$ cat src/rtl/scan_display.sv
// scan_display: 4-digit common-anode 7-segment scanner with a per-frame digit snapshot.
// Optional macro LEADING_ZERO_BLANK_EN darkens leading zero minute / tens-of-seconds digits.
module scan_display #(
    parameter int unsigned SCAN_DIV = 50000,
    parameter int unsigned DIV_BITS = 16,
    parameter logic [3:0]  DP_MASK  = 4'b1010
) (
    input  logic       clk,
    input  logic       clr,
    input  logic       en,
    input  logic [3:0] q_0,
    input  logic [3:0] q_s_0,
    input  logic [3:0] q_s_1,
    input  logic [3:0] q_m,
    output logic [3:0] an,
    output logic [6:0] seg,
    output logic       dp
);

    localparam logic [DIV_BITS-1:0] PRESC_LAST = DIV_BITS'(SCAN_DIV - 1);

    logic [DIV_BITS-1:0] presc_q, presc_d;
    logic [1:0]          idx_q, idx_d;
    logic [15:0]         snap_q, snap_d;
    logic [3:0]          an_q, an_d;
    logic [6:0]          seg_q, seg_d;
    logic                dp_q, dp_d;
    logic                tick;
    logic                blank;
    logic [3:0]          digit;

    function automatic logic [6:0] bcd_to_seg(input logic [3:0] v);
        case (v)
            4'd0:    return 7'b1000000;
            4'd1:    return 7'b1111001;
            4'd2:    return 7'b0100100;
            4'd3:    return 7'b0110000;
            4'd4:    return 7'b0011001;
            4'd5:    return 7'b0010010;
            4'd6:    return 7'b0000010;
            4'd7:    return 7'b1111000;
            4'd8:    return 7'b0000000;
            4'd9:    return 7'b0010000;
            default: return 7'b0111111;
        endcase
    endfunction

    always_comb begin
        tick    = (presc_q == PRESC_LAST);
        presc_d = tick ? '0 : presc_q + DIV_BITS'(1);
        idx_d   = tick ? idx_q + 2'd1 : idx_q;
        // All four digits are captured together on the frame wrap so the display never tears.
        snap_d  = (tick && idx_q == 2'd3) ? {q_m, q_s_1, q_s_0, q_0} : snap_q;

        case (idx_q)
            2'd0:    digit = snap_q[3:0];
            2'd1:    digit = snap_q[7:4];
            2'd2:    digit = snap_q[11:8];
            default: digit = snap_q[15:12];
        endcase

        blank = 1'b0;
`ifdef LEADING_ZERO_BLANK_EN
        if (idx_q == 2'd3 && snap_q[15:12] == 4'd0)
            blank = 1'b1;
        if (idx_q == 2'd2 && snap_q[15:12] == 4'd0 && snap_q[11:8] == 4'd0)
            blank = 1'b1;
`endif

        seg_d = bcd_to_seg(digit);
        if (!en || blank) begin
            an_d = 4'b1111;
            dp_d = 1'b1;
        end else begin
            an_d = ~(4'b0001 << idx_q);
            dp_d = ~DP_MASK[idx_q];
        end
    end

    always_ff @(posedge clk or posedge clr) begin
        if (clr) begin
            presc_q <= '0;
            idx_q   <= 2'd0;
            snap_q  <= 16'h0000;
            an_q    <= 4'b1111;
            seg_q   <= 7'h7F;
            dp_q    <= 1'b1;
        end else begin
            presc_q <= presc_d;
            idx_q   <= idx_d;
            snap_q  <= snap_d;
            an_q    <= an_d;
            seg_q   <= seg_d;
            dp_q    <= dp_d;
        end
    end

    assign an  = an_q;
    assign seg = seg_q;
    assign dp  = dp_q;

endmodule

$ cat config.mk
export PLATFORM = sky130hd
export DESIGN_NAME = scan_display
export DESIGN_NICKNAME = d
export VERILOG_FILES = /design/src/rtl/scan_display.sv
export SDC_FILE = /design/constraint.sdc
export NUM_CORES = 1
export LEC_CHECK = 0
export CAP_MARGIN = 20
export CELL_PAD_IN_SITES_DETAIL_PLACEMENT = 1
export CELL_PAD_IN_SITES_GLOBAL_PLACEMENT = 1
export CORE_ASPECT_RATIO = 1.2
export CORE_UTILIZATION = 39
export DETAILED_ROUTE_END_ITERATION = 10
export GPL_TIMING_DRIVEN = 0
export PLACE_DENSITY = 0.83
export SKIP_CTS_REPAIR_TIMING = 1
export SLEW_MARGIN = 40
export SYNTH_ARGS = -nofsm -noshare
export SYNTH_HDL_FRONTEND = slang
export SYNTH_SLANG_ARGS = --single-unit
$ cat constraint.sdc
create_clock -name clk -period 2.1 [get_ports clk]
set_clock_uncertainty 0.1 [all_clocks]
set_input_delay 0.42 -clock clk [delete_from_list [all_inputs] [get_ports clk]]
set_output_delay 0.42 -clock clk [all_outputs]
set_load 0.05 [all_outputs]
==> Yosys cells after proc, flatten, opt, wreduce, memory -nomap -nowiden <==
Memory sizes are Yosys's and may differ from the RTL's. A register that Yosys moved wholly into a read port is not among the register bits.
Index checks and enable logic that the tools add are counted.
W data, S select, Z words.
{ "totals": {"register_bits": 39, "rom_bits": 112, "inputBits": 19, "output_inout_bits": 12, "elab_cells": 24, "n_memories": 1} }
{ "mem_list": {"columns": ["memory", "words", "word_bits", "read_ports", "rd_ports_with_merged_regs", "write_ports", "line", "text"], "rows": [
  ["(no name shown)", 16, 7, 1, 1, 0, "33", "case (v)"]
]} }
{ "classes": {"add_sub_neg": 2, "order_cmp": 1, "eq_ne": 4, "shifts": 1, "n_mux": 6, "bitwise_logic": 2, "n_reduce_logical": 2} }
{ "ops": {"columns": ["op", "n"], "rows": [
  ["$add A16 B1 Y16 const B", 1],
  ["$eq A16 B16 Y1 const B", 1],
  ["$mux W16", 1],
  ["$pmux W4 S3", 1],
  ["$eq A2 B2 Y1 const B", 2],
  ["$mux W4", 1],
  ["$not A4 Y4", 1],
  ["$shl A1 B2 Y4 const A", 1],
  ["$lt A2 B3 Y1 const B", 1],
  ["$add A2 B1 Y2 const B", 1],
  ["$bmux W1 S2", 1],
  ["$eq A2 B1 Y1 const B", 1],
  ["$logic_not A2 Y1", 1],
  ["$mux W1", 2],
  ["$logic_and A1 B1 Y1", 1],
  ["$not A1 Y1", 1]
]} }

==> Depth between registers and ports, before layout <==
Gate-level depths: netlist (run 1).
{ "depth": {"word_depth": 4, "mapped_depth": 8, "mapped_depth_nobuf": 8} }

==> Worst setup path after synthesis (run 1) <==
Ideal clock, no wire load.
{ "synth_path": {"kind": "reg2reg", "start": "reg idx_q[0]", "end": "reg seg_q[3] (netlist: seg[3])", "setup_time_ps": 85, "arrival_time_ps": 1786, "required_ps": 1915, "slack_ps": 129, "path_stages_with_launch": 7, "path_buffers": 1, "path_cell_list": "dfrtp_1 > ha_1 > clkbuf_1 > mux2i_1 > inv_1 > ha_1 > o221ai_1"} }
{ "synth_between": {"elab_chain_len": 2, "elab_cells_between_ends": 4, "cone_classes": "2 x eq/ne; 1 x mux; 1 x reduce/logical"} }
{ "synth_rtl": {"columns": ["element", "line", "text"], "rows": [
  ["start, declared", "23", "logic [1:0] idx_q, idx_d;"],
  ["start signal, assigned", "90", "idx_q <= idx_d;"],
  ["$eq A2 B2 Y1 (tied with other cells)", "55", "case (idx_q)"],
  ["$pmux W4 S3 (*)", "55", null],
  ["end, declared", "26", "logic [6:0] seg_q, seg_d;"]
]} }
Every way passes the cells marked *; elsewhere a longest branch is shown, timed or not.
A chain may end at the register's enable or synchronous reset.

==> Final worst setup path (run 1) <==
{ "layout_path": {"start": "reg idx_q[1]", "end": "reg seg_q[0] (netlist: seg[0])"} }
The elaborated chain is that of the path after synthesis.

==> results of run 1 <==
## worst paths after layout
kind	to	depth (start not counted)	start
max	seg[0]	5	idx_q[1]
min	snap_q[9]	2	clr
max in group asynchronous	an[3]	3	clr
min reg2reg	presc_q[15]	1	presc_q[15]
min in group clk	presc_q[15]	1	presc_q[15]
max reg2reg	seg[0]	5	idx_q[1]
## flip-flops by register name, summed over array words and instances (netlist names)
signal and count:
seg 7, snap_q 16, presc_q 16, an 4
idx_q 2, dp 1
## metal layers
| metal | vias to the layer above | GRT usage |
|---|---|---|
| met5 | - | 0 |
| met4 | 0 | 0.0855 |
| met3 | 9 | 0.0386 |
| met2 | 31 | 0.309 |
| met1 | 752 | 0.195 |
| li1 | 702 | - |
## worst max-delay path, delay by kind of cell (launching register included)
kind,cells,cell delay [ns]
adder cells (fa/ha/maj),1,0.33
flip-flops,1,0.39
buffers and inverters,1,0.14
AND/OR/NAND/NOR,1,0.28
AO/OA/AOI/OAI,1,0.11
multiplexers,1,0.68
## per-stage QoR
| step | setup WS (ns) | power (mW) | util | instance area, µm² | TNS (ns) |
|---|---|---|---|---|---|
| 6_report | -0.0118 | 1.69 | 0.533 | 2830 | -0.0118 |
| 5_1_grt | -0.124 | 1.76 | 0.533 | 2830 | -0.622 |
| 4_1_cts | -0.240 | 1.71 | 0.501 | 2650 | -1.48 |
| 3_5_place_dp | -0.196 | 1.14 | 0.484 | 2560 | -0.589 |
| 3_3_place_gp | -0.369 | 1.12 | 0.479 | 2540 | -13.10 |
| 2_1_floorplan | 0.129 | 1.05 | - | 2160 | 0 |
## area by class of cell
type | count | area [µm²]
Sequential cell | 46 | 1170
Timing Repair Buffer | 38 | 403
Buffer | 3 | 30.0
Clock inverter | 1 | 5.00
Clock buffer | 7 | 86.3
Multi-Input combinational cell | 116 | 1010
Inverter | 10 | 42.5
Tap cell | 62 | 77.6
Fill cell | 546 | 2470
## cells in the final DEF (no fill, tap or decap), types with 3 or more instances in the layout
cell type | synthesis | routed
ha_4 | 0 | 3
nand2_1 | 17 | 17
mux2_4 | 10 | 10
inv_1 | 10 | 7
nor2_1 | 13 | 13
and3_1 | 4 | 4
nand3_1 | 6 | 6
dfstp_2 | 12 | 12
mux2_2 | 10 | 10
nor3_1 | 4 | 3
clkdlybuf4s50_1 | 0 | 18
dlymetal6s2s_1 | 0 | 12
xnor2_1 | 6 | 6
ha_1 | 9 | 4
buf_4 | 0 | 7
xor2_1 | 3 | 3
mux2i_1 | 6 | 4
dfrtp_1 | 34 | 33
clkbuf_8 | 0 | 6
a222oi_1 | 4 | 4
## where the power goes
part | leakage (nW) | switching [mW] | internal [mW]
clock network | 0.0482 | 0.294 | 0.266
logic | 0.724 | 0.109 | 0.0916
registers | 0.548 | 0.0124 | 0.922
total | 1.32 | 0.415 | 1.28
## cells by family after synthesis
kind of cell	after synthesis	synth area share
adders and majority gates	9	0.0521
DFF	46	0.539
and+or+nand+nor	57	0.143
buffers and inverters	14	0.0289
xor gates and xnor gates	9	0.0365
muxes	26	0.149
AOI/OAI and AO/OA	15	0.0509
==> results.cfg, run 1 <==
[die]
die-width_um = 70.0
start_util = 0.408
num_rows = 29
core_um2 = 5300
dieHeight_um = 83.6
dieArea_um2 = 5850
ioPinCount = 31

[timing]
period_share = 1.01
fmax_mhz = 474
relSlewSlack = 0.500
worst_slew_pin_slew_ns = 0.729
holdWs_ns = 0.287
finalHoldViolCount = 0
finalSetupViolCount = 1
finalCriticalPeriod_ns = 2.11
rsz0062_at_grt = true
slew_viol_final = 0
setup_ws_ns = -0.0118

[yosys]
synth_area_leaders = dfrtp_1 39%, dfstp_2 15%, mux2_4 6.9%
ys_seq_area_frac = 0.539
synth_top_area_frac = 0.394
synthesis.area_um2 = 2160
syn_avg_cell_area_um2 = 12.3
synth_top_area_cell = dfrtp_1
synth_edf_count = 0
async_flop_share = 1.00
synth_cell_types = 35
synth_seq_cells = 46
syn_nets = 204
synth_most_common_cell = dfrtp_1
synthFlopType = dfrtp_1
synth.top_cells.by_count = 34 x dfrtp_1, 17 x nand2_1, 13 x nor2_1
synthCells = 176
yosysWarnings = 0

[flow_run]
max_cap_violations = 0

[cts]
cts.sinks = 46
cts_tree = yes
cts_buffers = 5
clkLatencyLatePin_ns = 0.30
htree_levels = 2
cts_buffer_depth = 2
cts-root-buf = clkbuf_8
clk_pin_slew_ns = 0.08

[layout]
layout-drive-gt1-share = 0.312
syn_to_final_growth_pct = 30.7
layout.cells.non_filler = 283
diodes = 0
nNetsFinal = 248

[routing]
vias = 1494
viasPerCell = 5.28
dr_wl_met2_um = 2610
first_iter_violations = 70
wl_met1_um = 1940
dr_wl_met3_um = 195
dr.max_layer_used = met4
finalWirelength_um = 4860
firstDrtPassIters = 4
drtAntennaViolNets = 0
wl_per_cell_um = 17.2
drc = 0

[grt]
grt_usage = 0.174
grt_start_max_net_pins = 33
grt_pass1_wl_um = 7870
grt_pass1_vias = 1593
grt_antenna_before_repair = 0
grt_overflow = 0

[setup_path]
critPathRequiredTime_ns = 2.22
crit_arrival_ns = 2.23
slowest_delay_ns = 0.68
worstPathCellList = buf_4 > ha_1 > mux2i_1 > nand2b_4 > o211ai_1
path_max_fanout = 7
ff2ff_setup_slack_ns = -0.01
end_kind = flop
cp-start-kind = flop
critPathKind = reg2reg
crit_slowest_cell = mux2i_1

[run_status]
violations = setup timing
status = finished, violations left

[pwr]
p_leak_nw = 1.32
ir_drop_mv = 0.256
power_density_nw_per_um2 = 600

[placed_design]
hpwl_um = 3270
dp_cells = 269
port_buffers = 30
gp_congestion = 0.734

[worst_hold_path]
worstHoldPathType = in2async
Note: power is estimated with default switching activity, not from simulation.
==> run 2: changes to the inputs <==
--- a/config.mk
+++ b/config.mk
@@ -8,7 +8,7 @@
 export CAP_MARGIN = 20
 export CELL_PAD_IN_SITES_DETAIL_PLACEMENT = 1
 export CELL_PAD_IN_SITES_GLOBAL_PLACEMENT = 1
-export CORE_ASPECT_RATIO = 1.2
+export CORE_ASPECT_RATIO = 0.75
 export CORE_UTILIZATION = 39
 export DETAILED_ROUTE_END_ITERATION = 10
 export GPL_TIMING_DRIVEN = 0
==> run 2 against run 1 <==
Net effect: the run still ends with setup timing left; cell area grew 2.2%; combinational power is 7% higher; non-clock buffer count rose by 2; cell count rose by 5.3%; clock power rose by 22%; critical path depth is 2 higher; utilization is 0.62 points higher; worst setup slack got worse by 0.13 ns; flip-flop and latch count unchanged; count of clock-buffer cells in the layout fell by 2; via count is 1.9% higher.
==> results.cfg, run 2 (synthesis gave the netlist of run 1 again) <==
[timing]
finalSetupViolCount = 6
finalCriticalPeriod_ns = 2.24
fmax_mhz = 446
setup_ws_ns = -0.141
finalHoldViolCount = 0
slew_viol_final = 0
worst_slew_pin_slew_ns = 0.634
period_share = 1.07
relSlewSlack = 0.577

[layout]
nNetsFinal = 250
final_common_cell = dfrtp_1
nFillCells = 543
layout-drive-gt1-share = 0.345
multi_input_area_um2 = 1020
diodes = 0
final_core_util = 0.540
syn_to_final_growth_pct = 33.6
seqCellArea_um2 = 1170
final_cell_mix = 32 x dfrtp_1, 18 x clkdlybuf4s50_1, 17 x nand2_1, 13 x nor2_1

[setup_path]
critPathRequiredTime_ns = 2.24
path_max_fanout = 7
end_kind = flop
critPathKind = reg2reg
ff2ff_setup_slack_ns = -0.14
crit_arrival_ns = 2.38
cp-start-kind = flop

[cts]
cts_buffers = 5
cts_buffer_depth = 2
cts.sinks = 46
clkLatencyLatePin_ns = 0.30
htree_levels = 2
cts_tree = yes
cts-root-buf = clkbuf_8
clk_pin_slew_ns = 0.09

[routing]
vias = 1523
viasPerCell = 5.11
drtAntennaViolNets = 0
first_iter_violations = 35
finalWirelength_um = 5480
firstDrtPassIters = 4
drc = 0
wl_per_cell_um = 18.4

[grt]
grt_overflow = 0
grt_start_max_net_pins = 37
grt_antenna_before_repair = 0
grt_pass1_wl_um = 7310
grt_usage = 0.172
grt_pass1_vias = 1506

[run_status]
status = finished, violations left
violations = setup timing

[die]
dieHeight_um = 66.5
ioPinCount = 31
dieArea_um2 = 5850
core_um2 = 5350
start_util = 0.404
num_rows = 23
die-width_um = 88.0

[placed_design]
port_buffers = 30
gp_congestion = 0.747
pre_cts_ws_ns = -0.236
hpwl_um = 3290

[worst_hold_path]
worstHoldPathType = in2async

[pwr]
power_density_nw_per_um2 = 634
ir_drop_mv = 0.344
p_leak_nw = 1.32

[flow_run]
max_cap_violations = 0
## run 2: cell count changes in the layout (fill, tap and decap cells not counted), sizes merged
| cell | previous run | this run |
|---|---|---|
| buf | 10 | 12 |
| clkbuf | 8 | 6 |
| inv | 10 | 11 |
| bufinv | 0 | 1 |
## run 2: metal layers
metal  wire length [µm]  track usage
met5                  0            0
met4                206       0.0861
met3                231       0.0421
met2               2790        0.286
met1               2250        0.210
## run 2: area by class of cell
cell class | count | share of cell area
repair buffers | 40 | 0.146
clock buffers | 5 | 0.0238
inverters | 10 | 0.0147
clock inverters | 3 | 0.0152
flip-flops and latches | 46 | 0.405
plain buffers | 3 | 0.00867
multi-input cells | 116 | 0.354
well taps | 75 | 0.0325
## run 2: through the flow
| stage | std cells | hold slack (ns) | setup TNS (ns) | area [µm²] | power (mW) |
|---|---|---|---|---|---|
| after global routing | 298 | 0.263 | -1.09 | 2890 | 1.89 |
| final | 298 | 0.252 | -0.602 | 2890 | 1.83 |
| after floorplan | 176 | 0.338 | 0 | 2160 | 1.05 |
| after global placement | 281 | 0.366 | -14.60 | 2560 | 1.13 |
| after detailed placement | 282 | 0.370 | -0.937 | 2580 | 1.14 |
| after CTS | 290 | 0.252 | -1.77 | 2690 | 1.81 |
## run 2: path summary, 6_finish.rpt
path / startpoint / to / cells past startpoint
max: idx_q[1] / seg[3] / 7
min: clr / snap_q[4] / 2
max reg2reg: idx_q[1] / seg[3] / 7
min reg2reg: presc_q[15] / presc_q[15] / 1
max in group asynchronous: clr / seg[3] / 3
min in group clk: presc_q[15] / presc_q[15] / 1
## run 2: power by group
| part | total [mW] | internal [mW] | switching (mW) |
|---|---|---|---|
| Clock | 0.682 | 0.357 | 0.325 |
| Combinational | 0.215 | 0.0972 | 0.118 |
| Sequential | 0.934 | 0.922 | 0.0124 |
| Total | 1.83 | 1.38 | 0.455 |
## run 2: critical path, cell delays in order, from the launching register on
cell and delay, ns:
dfrtp_2 0.43, inv_2 0.08, ha_4 0.19, a222oi_1 0.60, mux2i_4 0.23, inv_2 0.17, ha_4 0.23, o221ai_2 0.15
==> run 3: changes to the inputs <==
--- a/config.mk
+++ b/config.mk
@@ -13,6 +13,7 @@
 export DETAILED_ROUTE_END_ITERATION = 10
 export GPL_TIMING_DRIVEN = 0
 export PLACE_DENSITY = 0.83
+export REMOVE_ABC_BUFFERS = 1
 export SKIP_CTS_REPAIR_TIMING = 1
 export SLEW_MARGIN = 40
 export SYNTH_ARGS = -nofsm -noshare
==> run 3 against run 2 <==
Net effect: the run still ends with setup timing left; critical endpoint is now seg[5]; count of clock-buffer cells in the layout grew 2; via count is essentially flat; cell area shrank 2.3%; power shrank 2.5%; first-iteration DRC count grew to 3.9 times the previous value; utilization shrank 1.2 points; die area is the same; global-route usage grew 0.83 points; sequential power is essentially flat; worst setup slack gained 0.11 ns.
==> results.cfg, run 3 (synthesis gave the netlist of run 1 again) <==
[pwr]
ir_drop_mv = 0.276
switching_share = 0.235
p_sw_mw = 0.419
power_density_nw_per_um2 = 632
power_mw = 1.78
p_leak_nw = 1.30
power_frac_comb = 0.107
internal_power_mw = 1.37
clock_power_share = 0.369
seq_power_share = 0.524

[grt]
grt_start_max_net_pins = 31
grt_pass1_vias = 1541
grt_antenna_before_repair = 0
grt_usage = 0.181
grt_pass1_wl_um = 7650
grt_overflow = 0

[setup_path]
cp-start-kind = flop
critPathRequiredTime_ns = 2.23
crit_start = idx_q[1]
end_kind = flop
path_max_fanout = 5
crit_arrival_ns = 2.26
critPathKind = reg2reg
r2r-start = idx_q[1]
worst-r2r-cell-count = 8
ff2ff_setup_slack_ns = -0.03
timing.rr.end = seg[5]

[timing]
worst_slew_pin_slew_ns = 0.647
slew_viol_final = 0
relSlewSlack = 0.556
period_share = 1.01
finalSetupViolCount = 1
fmax_mhz = 470
finalHoldViolCount = 0
finalCriticalPeriod_ns = 2.13
setup_ws_ns = -0.0299
rsz0062_at_grt = true

[layout]
nFillCells = 558
seqCellArea_um2 = 1170
syn_to_final_growth_pct = 30.6
nNetsFinal = 246
final_cell_mix = 32 x dfrtp_1, 18 x clkdlybuf4s50_1, 17 x nand2_1, 13 x nor2_1
diodes = 0
layout-drive-gt1-share = 0.288
final_common_cell = dfrtp_1
multi_input_area_um2 = 988

[routing]
viasPerCell = 5.18
drc = 0
firstDrtPassIters = 4
first_iter_violations = 135
drtAntennaViolNets = 0
wl_per_cell_um = 17.5
finalWirelength_um = 5140
vias = 1524

[cts]
cts_buffer_depth = 2
htree_levels = 2
clk_pin_slew_ns = 0.09
cts.sinks = 46
cts_tree = yes
cts-root-buf = clkbuf_8
cts_buffers = 5
clkLatencyLatePin_ns = 0.31

[die]
num_rows = 23
die-width_um = 88.0
dieArea_um2 = 5850
dieHeight_um = 66.5
core_um2 = 5350
start_util = 0.404
ioPinCount = 31

[worst_hold_path]
worstHoldPathType = in2async

[placed_design]
hpwl_um = 3540
pre_cts_ws_ns = -0.256
port_buffers = 30
gp_congestion = 0.817

[run_status]
status = finished, violations left
violations = setup timing

[flow_run]
max_cap_violations = 0
## run 3: changes by cell type in the layout (fill, tap and decap cells not counted), sizes merged
cell / delta
inv: -1
buf: -3
clkbuf: +1
clkinv: -1
## run 3: layout make-up
type	count	share of cell area
Multi-Input combinational cell	116	0.350
Tap cell	75	0.0332
Timing Repair Buffer	39	0.150
Clock buffer	7	0.0270
Inverter	10	0.0151
Sequential cell	46	0.414
Clock inverter	1	0.0106
## run 3: power groups by stage
stage	Sequential, mW	Combinational, mW	Clock [mW]
3_5_place_dp	0.952	0.184	0
5_1_grt	0.937	0.205	0.712
4_1_cts	0.935	0.185	0.665
2_1_floorplan	0.993	0.0601	0
6_report	0.934	0.191	0.659
3_3_place_gp	0.950	0.174	0
## run 3: critical path, stage by stage (launching register included)
cell and delay [ns]:
dfrtp_2 0.44, inv_4 0.07, ha_4 0.19, a222oi_1 0.42, mux2i_2 0.19, buf_4 0.19, ha_1 0.19, nor3_1 0.19
a31oi_1 0.08
## run 3: metal layers
metal / global-route usage / part of all wire / vias to the layer above
li1: - / - / 701
met1: 0.237 / 0.44 / 778
met2: 0.290 / 0.49 / 33
met3: 0.0384 / 0.036 / 12
met4: 0.0758 / 0.028 / 0
met5: 0 / 0 / -
## run 3: worst max-delay path by stage
stage | cells past startpoint | end | slack [ns]
after floorplan | 7 | seg[3] | 0.18
after global placement | 2 | snap_q[15] | -0.39
after detailed placement | 7 | seg[3] | -0.26
after CTS | 7 | seg[3] | -0.29
after global routing | 8 | seg[5] | -0.13
final | 8 | seg[5] | -0.03
## run 3: stage by stage
step / utilization / cells / hold WS [ns] / setup TNS (ns) / cell area, µm²
after detailed placement: 0.477 / 278 / 0.382 / -1.83 / 2550
final: 0.527 / 294 / 0.292 / -0.0299 / 2820
after CTS: 0.497 / 286 / 0.300 / -2.74 / 2660
after global placement: 0.473 / 277 / 0.364 / -13.86 / 2530
after floorplan: - / 172 / 0.338 / 0 / 2140
after global routing: 0.527 / 294 / 0.300 / -0.413 / 2820
